--- config.mk ---
export PLATFORM = sky130hd
export DESIGN_NAME = load_store_unit
export DESIGN_NICKNAME = d
export VERILOG_FILES = /design/src/rtl/load_store_unit.sv
export SDC_FILE = /design/constraint.sdc
export NUM_CORES = 1
export LEC_CHECK = 0
export BUFFER_PORTS_ARGS = -buffer_cell sky130_fd_sc_hd__clkbuf_2
export CORE_MARGIN = 3
export CORE_UTILIZATION = 45
export CTS_BUF_LIST = sky130_fd_sc_hd__clkbuf_2
export CTS_CLUSTER_SIZE = 20
export DETAILED_ROUTE_END_ITERATION = 10
export GPL_TIMING_DRIVEN = 1
export PLACE_DENSITY = 0.81
export SKIP_CTS_REPAIR_TIMING = 1
export SYNTH_ARGS = -nofsm -noshare
export SYNTH_HDL_FRONTEND = slang
export SYNTH_SLANG_ARGS = --single-unit
--- constraint.sdc ---
create_clock -name clk -period 2.35 [get_ports clk]
set_clock_uncertainty 0.1 [all_clocks]
set_input_delay 0.1175 -clock clk [delete_from_list [all_inputs] [get_ports clk]]
set_output_delay 0.1175 -clock clk [all_outputs]
set_load 0.01 [all_outputs]
--- src/rtl/load_store_unit.sv ---
// rtl/load_store_unit.sv - RV32I load/store unit between execute stage and a multi-cycle data memory port
// Optional feature macro: MISALIGN_TRAP_EN (trap misaligned accesses instead of force-aligning them)
module load_store_unit #(
  parameter int unsigned TIMEOUT_CYCLES = 255
) (
  input  logic        clk,
  input  logic        rst_n,
  input  logic        req_valid,
  output logic        req_ready,
  input  logic        req_write,
  input  logic [2:0]  req_func3,
  input  logic [31:0] req_addr,
  input  logic [31:0] req_wdata,
  output logic        resp_valid,
  output logic [31:0] resp_rdata,
  output logic        resp_err,
  output logic        busy,
  output logic        mem_req,
  output logic        mem_we,
  output logic [29:0] mem_addr,
  output logic [31:0] mem_wdata,
  output logic [3:0]  mem_be,
  input  logic        mem_ack,
  input  logic [31:0] mem_rdata
);

  typedef enum logic [1:0] {S_IDLE, S_ACCESS, S_RESP} state_t;

  // Counter only needs to reach TIMEOUT_CYCLES-1; the terminal value is checked, not overflowed
  localparam int CW = (TIMEOUT_CYCLES < 2) ? 1 : $clog2(TIMEOUT_CYCLES);
  localparam logic [CW-1:0] TO_LAST = CW'((TIMEOUT_CYCLES == 0) ? 0 : TIMEOUT_CYCLES - 1);

  state_t        state;
  logic [CW-1:0] timeout_cnt;
  logic [2:0]    cap_func3;
  logic [1:0]    cap_lane;

  logic          req_trap;
  logic [3:0]    req_be;
  logic [31:0]   req_wlane;
  logic [1:0]    load_shamt;
  logic [31:0]   load_shifted;
  logic [31:0]   load_data;

  // Decode incoming request: legality, optional misalignment trap, store byte enables and lane data
  always_comb begin
    req_trap  = 1'b1;
    req_be    = 4'b1111;
    req_wlane = req_wdata;
    if (req_write) begin
      req_trap = (req_func3 > 3'b010);
    end else begin
      req_trap = (req_func3 == 3'b011) || (req_func3 == 3'b110) || (req_func3 == 3'b111);
    end
`ifdef MISALIGN_TRAP_EN
    if ((req_func3[1:0] == 2'b01 && req_addr[0]) ||
        (req_func3[1:0] == 2'b10 && req_addr[1:0] != 2'b00)) begin
      req_trap = 1'b1;
    end
`endif
    case (req_func3[1:0])
      2'b00: begin
        req_wlane = {4{req_wdata[7:0]}};
        if (req_write) req_be = 4'b0001 << req_addr[1:0];
      end
      2'b01: begin
        req_wlane = {2{req_wdata[15:0]}};
        if (req_write) req_be = req_addr[1] ? 4'b1100 : 4'b0011;
      end
      default: begin
        req_wlane = req_wdata;
        req_be    = 4'b1111;
      end
    endcase
  end

  // Select the addressed lane of the returned word and extend it to 32 bits
  always_comb begin
    load_shamt = 2'b00;
    case (cap_func3[1:0])
      2'b00:   load_shamt = cap_lane;
      2'b01:   load_shamt = {cap_lane[1], 1'b0};
      default: load_shamt = 2'b00;
    endcase
    load_shifted = mem_rdata >> {load_shamt, 3'b000};
    case (cap_func3)
      3'b000:  load_data = {{24{load_shifted[7]}}, load_shifted[7:0]};
      3'b001:  load_data = {{16{load_shifted[15]}}, load_shifted[15:0]};
      3'b100:  load_data = {24'd0, load_shifted[7:0]};
      3'b101:  load_data = {16'd0, load_shifted[15:0]};
      default: load_data = load_shifted;
    endcase
  end

  // Transaction FSM with all outputs registered; memory signals held stable for the whole ACCESS phase
  always_ff @(posedge clk or negedge rst_n) begin
    if (!rst_n) begin
      state       <= S_IDLE;
      timeout_cnt <= '0;
      cap_func3   <= 3'b000;
      cap_lane    <= 2'b00;
      req_ready   <= 1'b1;
      resp_valid  <= 1'b0;
      resp_rdata  <= 32'd0;
      resp_err    <= 1'b0;
      busy        <= 1'b0;
      mem_req     <= 1'b0;
      mem_we      <= 1'b0;
      mem_addr    <= 30'd0;
      mem_wdata   <= 32'd0;
      mem_be      <= 4'b0000;
    end else begin
      case (state)
        S_IDLE: begin
          if (req_valid) begin
            cap_func3 <= req_func3;
            cap_lane  <= req_addr[1:0];
            req_ready <= 1'b0;
            busy      <= 1'b1;
            if (req_trap) begin
              state      <= S_RESP;
              resp_valid <= 1'b1;
              resp_err   <= 1'b1;
              resp_rdata <= 32'd0;
            end else begin
              state     <= S_ACCESS;
              mem_req   <= 1'b1;
              mem_we    <= req_write;
              mem_addr  <= req_addr[31:2];
              mem_be    <= req_be;
              mem_wdata <= req_write ? req_wlane : 32'd0;
            end
          end
        end
        S_ACCESS: begin
          if (mem_ack || (TIMEOUT_CYCLES != 0 && timeout_cnt == TO_LAST)) begin
            state       <= S_RESP;
            resp_valid  <= 1'b1;
            resp_err    <= !mem_ack;
            resp_rdata  <= (mem_ack && !mem_we) ? load_data : 32'd0;
            timeout_cnt <= '0;
            mem_req     <= 1'b0;
            mem_we      <= 1'b0;
            mem_addr    <= 30'd0;
            mem_wdata   <= 32'd0;
            mem_be      <= 4'b0000;
          end else if (TIMEOUT_CYCLES != 0) begin
            timeout_cnt <= timeout_cnt + CW'(1);
          end
        end
        S_RESP: begin
          state       <= S_IDLE;
          timeout_cnt <= '0;
          resp_valid  <= 1'b0;
          resp_err    <= 1'b0;
          resp_rdata  <= 32'd0;
          busy        <= 1'b0;
          req_ready   <= 1'b1;
        end
        default: begin
          state     <= S_IDLE;
          req_ready <= 1'b1;
          busy      <= 1'b0;
          mem_req   <= 1'b0;
        end
      endcase
    end
  end

endmodule

==> results of run 1 <==
==> flip-flops by register name (all words and copies together) (netlist names) <==
signal       flops
state            2
mem_addr        30
mem_be           4
cap_func3        3
mem_wdata       32
req_ready        1
resp_err         1
busy             1
resp_valid       1
mem_req          1
mem_we           1
timeout_cnt      8
cap_lane         2
resp_rdata      32
==> worst max path at each step <==
stage | start | slack [ns] | to
finish | state[0] | 0.18 | cap_func3[2]
global route | timeout_cnt[0] | 0.05 | mem_req
CTS | state[0] | 0.22 | mem_be[0]
detailed placement | state[0] | 0.25 | mem_be[2]
global placement | state[0] | 0.36 | mem_be[0]
floorplan | state[0] | 0.42 | mem_wdata[13]
==> final cells by class <==
type	count	area (um^2)
Inverter	19	71.3
Clock inverter	10	153
Tap cell	168	210
Multi-Input combinational cell	352	2390
Clock buffer	22	110
Fill cell	837	3750
Sequential cell	119	2980
Timing Repair Buffer	349	2450
==> through the flow <==
stage / setup slack, ns / cells / instance area (um^2) / hold slack (ns) / total power [mW]
finish: 0.178 / 1039 / 8360 / 0.0760 / 8.90
global route: 0.0501 / 1039 / 8360 / 0.0184 / 9.42
detailed placement: 0.248 / 884 / 6870 / 0.159 / 7.08
CTS: 0.218 / 916 / 7130 / -0.633 / 8.56
global placement: 0.357 / 884 / 6870 / 0.151 / 6.91
floorplan: 0.416 / 526 / 5610 / -0.278 / 5.61
==> metal layers <==
metal	vias to the layer above	GRT usage, %	share of wire, %
met5	-	0	0
met4	0	9.16	3.1
met3	64	7.06	8.8
met2	375	37.8	49
met1	2809	29.0	39
li1	2555	-	-
==> worst reg2reg max path: cells and delay by family, from the launching register on <==
family | cells | cell delay [ns]
DFF | 1 | 0.43
and+or+nand+nor | 1 | 0.13
adders and majority gates | 1 | 0.28
muxes | 1 | 0.33
buffers and inverters | 3 | 0.80
==> power by group through the flow <==
stage	combinational (mW)	clock, mW	sequential (mW)
after floorplan	2.07	0	3.54
after global placement	3.61	0	3.31
after detailed placement	3.75	0	3.33
after CTS	3.74	1.52	3.30
after global routing	4.38	1.62	3.42
final	4.05	1.51	3.35
==> cells in the final DEF (no fill, tap or decap), types with 3 or more instances in the layout <==
cell / n
sky130_fd_sc_hd__nand2_1: 89
sky130_fd_sc_hd__o31ai_1: 14
sky130_fd_sc_hd__clkbuf_2: 228
sky130_fd_sc_hd__buf_12: 3
sky130_fd_sc_hd__o21ai_1: 10
sky130_fd_sc_hd__a221oi_1: 7
sky130_fd_sc_hd__a22o_1: 38
sky130_fd_sc_hd__nor2_1: 17
sky130_fd_sc_hd__nand2b_1: 4
sky130_fd_sc_hd__o31ai_2: 9
sky130_fd_sc_hd__mux4_2: 7
sky130_fd_sc_hd__o21ai_0: 51
sky130_fd_sc_hd__bufinv_16: 4
sky130_fd_sc_hd__mux2i_1: 25
sky130_fd_sc_hd__mux2_2: 6
sky130_fd_sc_hd__inv_1: 19
sky130_fd_sc_hd__ha_1: 6
sky130_fd_sc_hd__nor2b_1: 5
sky130_fd_sc_hd__dlygate4sd3_1: 123
sky130_fd_sc_hd__a21oi_1: 32
sky130_fd_sc_hd__buf_4: 17
sky130_fd_sc_hd__nand3_1: 3
sky130_fd_sc_hd__dfrtp_1: 118
==> logic make-up after synthesis <==
logic type / share of synthesized area [%]
AO/OA/AOI/OAI: 22.2
XOR/XNOR: 0.312
adder cells (fa/ha/maj): 1.34
buffers and inverters: 4.51
flip-flops: 53.1
multiplexers: 8.48
AND/OR/NAND/NOR: 10.0
==> results.json, run 1 <==
{
  "timing.rr.end": "cap_func3[2]",
  "starting_density_of_the_core_pct": 46.3,
  "cpPeakStageDelay_ns": 0.55,
  "yosys-top-cells-area": "sky130_fd_sc_hd__dfrtp_1 (53%), sky130_fd_sc_hd__nand2_1 (6.0%), sky130_fd_sc_hd__a22o_1 (5.9%)",
  "timing_max_transition_violations_final": 0,
  "classification_of_the_worst_setup_path": "register to register",
  "post-synth-top-area-cell": "sky130_fd_sc_hd__dfrtp_1",
  "r2r-start": "state[0]",
  "clock_sink_count": 119,
  "final_util_pct": 69.0,
  "fmax_ghz": 0.460,
  "ioPinCount": 208,
  "layout_worst_path_cycle_share_pct": 92.4,
  "internal_power_summed_over_all_cells_mw": 5.21,
  "mappedNetlistArea_um2": 5610,
  "setup-tns-final_ns": 0,
  "drtAntennaViolNets": 0,
  "power_switching_share_pct": 41.5,
  "cpMaxStageDelayCell": "sky130_fd_sc_hd__dlygate4sd3_1",
  "critical_path.top_delay_family": "buffers and inverters",
  "slew_headroom_pct": 56.0,
  "critPathArrivalTime_ns": 2.65,
  "vias_in_the_first_global_route": 5160,
  "number_of_drc_violations_after_detailed_routing_iteration_0": 494,
  "clock_root_cell": "sky130_fd_sc_hd__clkbuf_2",
  "crit_path_end_kind": "register",
  "synth-seq-area-share_pct": 53.1,
  "ordered_cell_list_for_the_critical_path": "inv_1, ha_1, nand2_1, buf_4, mux2_2, dlygate4sd3_1",
  "worst-r2r-setup-slack_ns": 0.18,
  "core.rowCount": 40,
  "asyncSetResetFlopFracSynth_pct": 100,
  "power_per_cell_area_nw_per_um2": 1060,
  "finalWorstPathRequiredPeriod_ns": 2.17,
  "status": "finished clean",
  "peakVddDrop_uv": 714,
  "syn2layout_area_growth_pct": 49.1,
  "synth_most_common_cell": "sky130_fd_sc_hd__dfrtp_1",
  "synth.yosys.warnings": 0,
  "clock_pin_slew_worst_setup_and_hold_paths_ns": 0.16,
  "detail_route.first_pass.iterations": 6,
  "grt_start_max_net_pins": 120,
  "static-leakage-power_nw": 4.14,
  "top_cell_type_s_share_of_synthesized_area_pct": 52.7,
  "switchingPower_mw": 3.69,
  "antenna_found_initial": 0,
  "required_ns": 2.83,
  "die_width_um": 118,
  "synth_nets": 636,
  "worst_margin_pin_slew_ns": 0.659,
  "die_h_um": 118,
  "numCtsBuffers": 17,
  "synth_top_flop_cell": "sky130_fd_sc_hd__dfrtp_1",
  "flip_flop_and_latch_count_after_synthesis": 119,
  "cts-root-to-sink-buffers": 2,
  "hp-start": "req_addr[29]",
  "remaining_drc_errors": 0,
  "clk-insertion-delay-late_ns": 0.69,
  "synth.distinct_cells": 46,
  "maxCapViolCount": 0,
  "htree_levels": 4,
  "hold_class": "input port to register",
  "grt_usage_pct": 23.2,
  "synth_common_cells": "sky130_fd_sc_hd__dfrtp_1 (118), sky130_fd_sc_hd__nand2_1 (89), sky130_fd_sc_hd__o21ai_0 (51)",
  "startpoint_class_of_the_critical_path": "register",
  "grt_pass1_wl_mm": 25.8,
  "die_area_um2": 13800,
  "clock_tree_from_tritoncts": "yes",
  "worst-path-stages": 6,
  "worstHoldEndpoint": "mem_addr[27]",
  "viasPerCell": 5.59,
  "seq_power_share_pct": 37.6,
  "finalWeightedCongestion": 0.867,
  "hpwl_mm": 11.6,
  "final_hold_viol_count": 0,
  "antenna_cells_inserted": 0,
  "overflow": 0,
  "worst-path-max-fanout": 7,
  "detail_route.wirelength_mm": 19.7,
  "port_buffers": 207,
  "core_area_um2": 12100,
  "critical_path.n_buffers_inverters": 3,
  "power.clock.fraction_pct": 16.9,
  "avgSynthCellArea_um2": 10.7,
  "synth-edff-count": 0,
  "power_frac_comb_pct": 45.5,
  "r2r_cells": 6,
  "wl_per_cell_um": 18.9,
  "vias": 5803,
  "setup_repair_after_global_routing_missed_its_margin": "false",
  "synthCells": 526,
  "final_nets": 968,
  "min_delay_path_depth": 3,
  "setup_viol_count_final": 0,
  "drive_gt1_share_pct": 33.3
}
No activity file was read; power rests on OpenSTA's default activity.
==> run 2: changes to the inputs <==
Clock period 2.35 ns to 2 ns, I/O delays scaled along.
==> results.json, run 2 (synthesized netlist as in run 1, its figures left out) <==
{
  "final_nets": 990,
  "seq_power_share_pct": 35.0,
  "timing_max_transition_violations_final": 0,
  "power_per_cell_area_nw_per_um2": 1280,
  "crit_path_end_kind": "register",
  "grt_start_max_net_pins": 62,
  "placed_cells_incl_taps": 896,
  "core_area_um2": 12100,
  "clk-insertion-delay-late_ns": 0.65,
  "slew_headroom_pct": 66.0,
  "worst-path-max-fanout": 25,
  "die_width_um": 118,
  "detail_route.wirelength_mm": 21.1,
  "hpwl_mm": 12.2,
  "finalWeightedCongestion": 0.886,
  "met2WireLength_mm": 10.6,
  "drive_gt1_share_pct": 36.5,
  "htree_levels": 4,
  "r2r-start": "state[0]",
  "critPathArrivalTime_ns": 2.49,
  "status": "complete, but fails checks",
  "p_total_mw": 11.2,
  "internal_power_summed_over_all_cells_mw": 6.60,
  "r2r_cells": 5,
  "ioPinCount": 208,
  "finalWorstPathRequiredPeriod_ns": 2.02,
  "met1_length_mm": 7.90,
  "power_switching_share_pct": 41.2,
  "antenna_found_initial": 1,
  "final_hold_viol_count": 0,
  "numCtsBuffers": 17,
  "fin_cells": 1060,
  "port_buffers": 207,
  "final_cell_mix": "sky130_fd_sc_hd__clkbuf_2 (223), sky130_fd_sc_hd__dlygate4sd3_1 (127), sky130_fd_sc_hd__dfrtp_1 (116)",
  "clock_sink_count": 119,
  "remaining_drc_errors": 0,
  "worst-r2r-setup-slack_ns": -0.02,
  "hp-start": "req_addr[22]",
  "power.clock.fraction_pct": 16.6,
  "clock_tree_from_tritoncts": "yes",
  "placed_cell_area_um2": 6970,
  "min_delay_path_depth": 3,
  "vias": 6004,
  "fmax_ghz": 0.495,
  "final_critical_path_setup_slack_ns": -0.0219,
  "layout_worst_path_cycle_share_pct": 101,
  "met3_length_mm": 1.80,
  "violations": "negative setup slack",
  "hold_class": "input port to register",
  "timing.rr.end": "mem_wdata[16]",
  "number_of_drc_violations_after_detailed_routing_iteration_0": 556,
  "final_cell_area_um2": 8750,
  "worstHoldEndpoint": "mem_addr[20]",
  "clock_root_cell": "sky130_fd_sc_hd__clkbuf_2",
  "grt_usage_pct": 23.3,
  "die_area_um2": 13800,
  "classification_of_the_worst_setup_path": "register to register",
  "viasPerCell": 5.66,
  "wl_per_cell_um": 19.9,
  "startpoint_class_of_the_critical_path": "register",
  "required_ns": 2.47,
  "setup-tns-final_ns": -0.0219,
  "setup_viol_count_final": 1,
  "peakVddDrop_uv": 730,
  "pre_cts_slack_ns": -0.0181,
  "syn2layout_area_growth_pct": 56.1,
  "maxCapViolCount": 0,
  "biggestRegsByFlops": "mem_wdata (32), resp_rdata (32), mem_addr (30)",
  "core.rowCount": 40,
  "overflow": 0,
  "static-leakage-power_nw": 4.30,
  "final_util_pct": 72.3,
  "top_layer_used": "met4",
  "switchingPower_mw": 4.62,
  "clock_pin_slew_worst_setup_and_hold_paths_ns": 0.20,
  "die_h_um": 118,
  "grt_pass1_wl_mm": 26.1,
  "layout_commonest_cell": "sky130_fd_sc_hd__clkbuf_2",
  "worst_margin_pin_slew_ns": 0.507,
  "hold_slack_ns": 0.108,
  "drtAntennaViolNets": 0,
  "number_of_fill_cells": 794,
  "starting_density_of_the_core_pct": 46.3,
  "power_frac_comb_pct": 48.4,
  "cts-root-to-sink-buffers": 2,
  "detail_route.first_pass.iterations": 7,
  "vias_in_the_first_global_route": 5154
}
==> run 2: changes by cell type in the layout (fill, tap and decap cells not counted), sizes merged <==
cell,previous run,this run
buf,20,36
dlygate4sd3,123,127
clkbuf,228,225
bufinv,4,5
clkinv,4,5
diode,0,1
inv,19,20
==> run 2: cell type report <==
type | count | area [um^2] | area share (%)
Clock buffer | 17 | 85.1 | 0.972
Inverter | 19 | 71.3 | 0.815
Tap cell | 168 | 210 | 2.40
Sequential cell | 119 | 2980 | 34.1
Clock inverter | 13 | 205 | 2.34
Timing Repair Buffer | 371 | 2710 | 30.9
Multi-Input combinational cell | 352 | 2490 | 28.5
Antenna cell | 1 | 2.50 | 0.0286
==> run 2: power by group through the flow <==
stage	Clock, mW	Combinational (mW)	Sequential [mW]
2_1_floorplan	0	2.44	4.15
3_3_place_gp	0	4.44	3.85
3_5_place_dp	0	4.63	3.86
4_1_cts	1.89	4.61	3.84
5_1_grt	2.01	5.83	4.00
6_report	1.87	5.43	3.93
==> run 2: worst max-delay path by stage <==
stage | startpoint | end | slack (ns)
floorplan | state[0] | mem_wdata[13] | 0.07
global placement | timeout_cnt[0] | mem_addr[11] | 0.07
detailed placement | state[0] | mem_addr[13] | -0.02
CTS | state[0] | mem_addr[8] | -0.05
global route | timeout_cnt[0] | mem_wdata[1] | -0.04
finish | state[0] | mem_wdata[16] | -0.02
==> run 2: metal layers <==
metal | global-route usage [%] | up-vias
li1 | - | 2601
met5 | 0 | -
met2 | 37.9 | 444
met4 | 7.40 | 0
met1 | 29.8 | 2879
met3 | 7.54 | 80
==> run 2: worst max-delay path, stage by stage (launching register included) <==
cell	delay [ns]
sky130_fd_sc_hd__dfrtp_2	0.49
sky130_fd_sc_hd__ha_4	0.18
sky130_fd_sc_hd__buf_6	0.13
sky130_fd_sc_hd__or4_1	0.52
sky130_fd_sc_hd__buf_4	0.23
sky130_fd_sc_hd__o21ai_0	0.28
==> run 3: changes to the inputs <==
Settings changed: BUFFER_PORTS_ARGS -buffer_cell sky130_fd_sc_hd__clkbuf_2 to -buffer_cell sky130_fd_sc_hd__buf_2.
==> results.json, run 3 (synthesized netlist as in run 1, its figures left out) <==
{
  "slew_headroom_pct": 67.1,
  "grt_usage_pct": 23.4,
  "layout_commonest_cell": "sky130_fd_sc_hd__buf_2",
  "overflow": 0,
  "finalWorstPathRequiredPeriod_ns": 2.05,
  "classification_of_the_worst_setup_path": "register to register",
  "die_area_um2": 13800,
  "wl_per_cell_um": 20.4,
  "grt_start_max_net_pins": 62,
  "startpoint_class_of_the_critical_path": "register",
  "peakVddDrop_uv": 700,
  "vias": 6073,
  "status": "complete, but fails checks",
  "violations": "negative setup slack",
  "htree_levels": 4,
  "starting_density_of_the_core_pct": 46.3,
  "core.rowCount": 40,
  "grt_pass1_wl_mm": 26.2,
  "final_hold_viol_count": 0,
  "hpwl_mm": 12.0,
  "vias_in_the_first_global_route": 5115,
  "detail_route.wirelength_mm": 21.8,
  "required_ns": 2.51,
  "worst_margin_pin_slew_ns": 0.494,
  "hold_class": "input port to register",
  "layout_worst_path_cycle_share_pct": 103,
  "setup-tns-final_ns": -0.115,
  "final_util_pct": 72.3,
  "syn2layout_area_growth_pct": 56.2,
  "clk-insertion-delay-late_ns": 0.72,
  "maxCapViolCount": 0,
  "final_cell_mix": "sky130_fd_sc_hd__buf_2 (206), sky130_fd_sc_hd__dlygate4sd3_1 (125), sky130_fd_sc_hd__dfrtp_1 (117)",
  "clock_tree_from_tritoncts": "yes",
  "final_critical_path_setup_slack_ns": -0.0544,
  "numCtsBuffers": 17,
  "number_of_drc_violations_after_detailed_routing_iteration_0": 621,
  "die_h_um": 118,
  "power_per_cell_area_nw_per_um2": 1260,
  "cts-root-to-sink-buffers": 2,
  "critPathArrivalTime_ns": 2.57,
  "static-leakage-power_nw": 4.35,
  "clock_root_cell": "sky130_fd_sc_hd__clkbuf_2",
  "clock_pin_slew_worst_setup_and_hold_paths_ns": 0.20,
  "biggestRegsByFlops": "mem_wdata (32), resp_rdata (32), mem_addr (30)",
  "core_area_um2": 12100,
  "port_buffers": 207,
  "antenna_found_initial": 3,
  "detail_route.first_pass.iterations": 8,
  "p_total_mw": 11.1,
  "viasPerCell": 5.68,
  "ioPinCount": 208,
  "worst-path-max-fanout": 25,
  "timing_max_transition_violations_final": 0,
  "finalWeightedCongestion": 0.913,
  "remaining_drc_errors": 0,
  "final_nets": 995,
  "die_width_um": 118,
  "drtAntennaViolNets": 0,
  "drive_gt1_share_pct": 37.3,
  "setup_repair_after_global_routing_missed_its_margin": "true",
  "crit_path_end_kind": "register",
  "clock_sink_count": 119,
  "fmax_ghz": 0.487,
  "setup_viol_count_final": 3
}
[run 3: worst max-delay path, stage by stage, from the launching register on]
cell,delay [ns]
sky130_fd_sc_hd__dfrtp_1,0.40
sky130_fd_sc_hd__inv_1,0.07
sky130_fd_sc_hd__ha_2,0.19
sky130_fd_sc_hd__buf_6,0.14
sky130_fd_sc_hd__or4_1,0.51
sky130_fd_sc_hd__buf_4,0.23
sky130_fd_sc_hd__o21ai_0,0.31
[run 3: path summary, 6_finish.rpt]
kind | startpoint | to | slack (ns) | cells past startpoint
worst max-delay path | state[1] | mem_wdata[16] | -0.05 | 6
max in group asynchronous | rst_n | resp_err | 1.18 | 4
worst min-delay path | req_addr[5] | mem_addr[3] | 0.05 | 3
worst min register to register | resp_err | resp_err | 0.40 | 2
min in group asynchronous | rst_n | resp_rdata[14] | 0.33 | 4
worst max register to register | state[1] | mem_wdata[16] | -0.05 | 6
[run 3: area by class of cell]
cell class / count / area (um^2)
clock inverter: 14 / 158
multi-input combinational: 353 / 2500
inverter: 19 / 71.3
tap: 168 / 210
sequential: 119 / 2980
clock buffer: 18 / 90.1
fill: 809 / 3360
timing repair buffer: 375 / 2740
antenna: 3 / 7.51
[run 3: per-layer routing]
layer / global-route usage [%] / up-vias / share of wire, %
met5: 0 / - / 0
met4: 8.72 / 0 / 5.2
met3: 7.50 / 111 / 9.9
met2: 38.7 / 492 / 50
met1: 28.8 / 2844 / 35
li1: - / 2626 / -
[run 3: metrics by stage]
step / hold WS [ns] / cell area, um^2 / setup WS [ns] / cells
finish: 0.0505 / 8760 / -0.0544 / 1069
global route: 0.00783 / 8760 / -0.118 / 1069
CTS: -0.800 / 7240 / -0.0838 / 929
detailed placement: 0.0129 / 6990 / -0.00473 / 897
global placement: 0.00875 / 6990 / 0.0571 / 897
floorplan: -0.296 / 5610 / 0.0659 / 526
[run 3: power by group]
part           total, mW  switching, mW  internal, mW  leakage, nW
clock               1.65          0.964         0.689        0.145
sequential          3.89          0.620          3.27         1.58
combinational       5.52           3.06          2.46         2.63
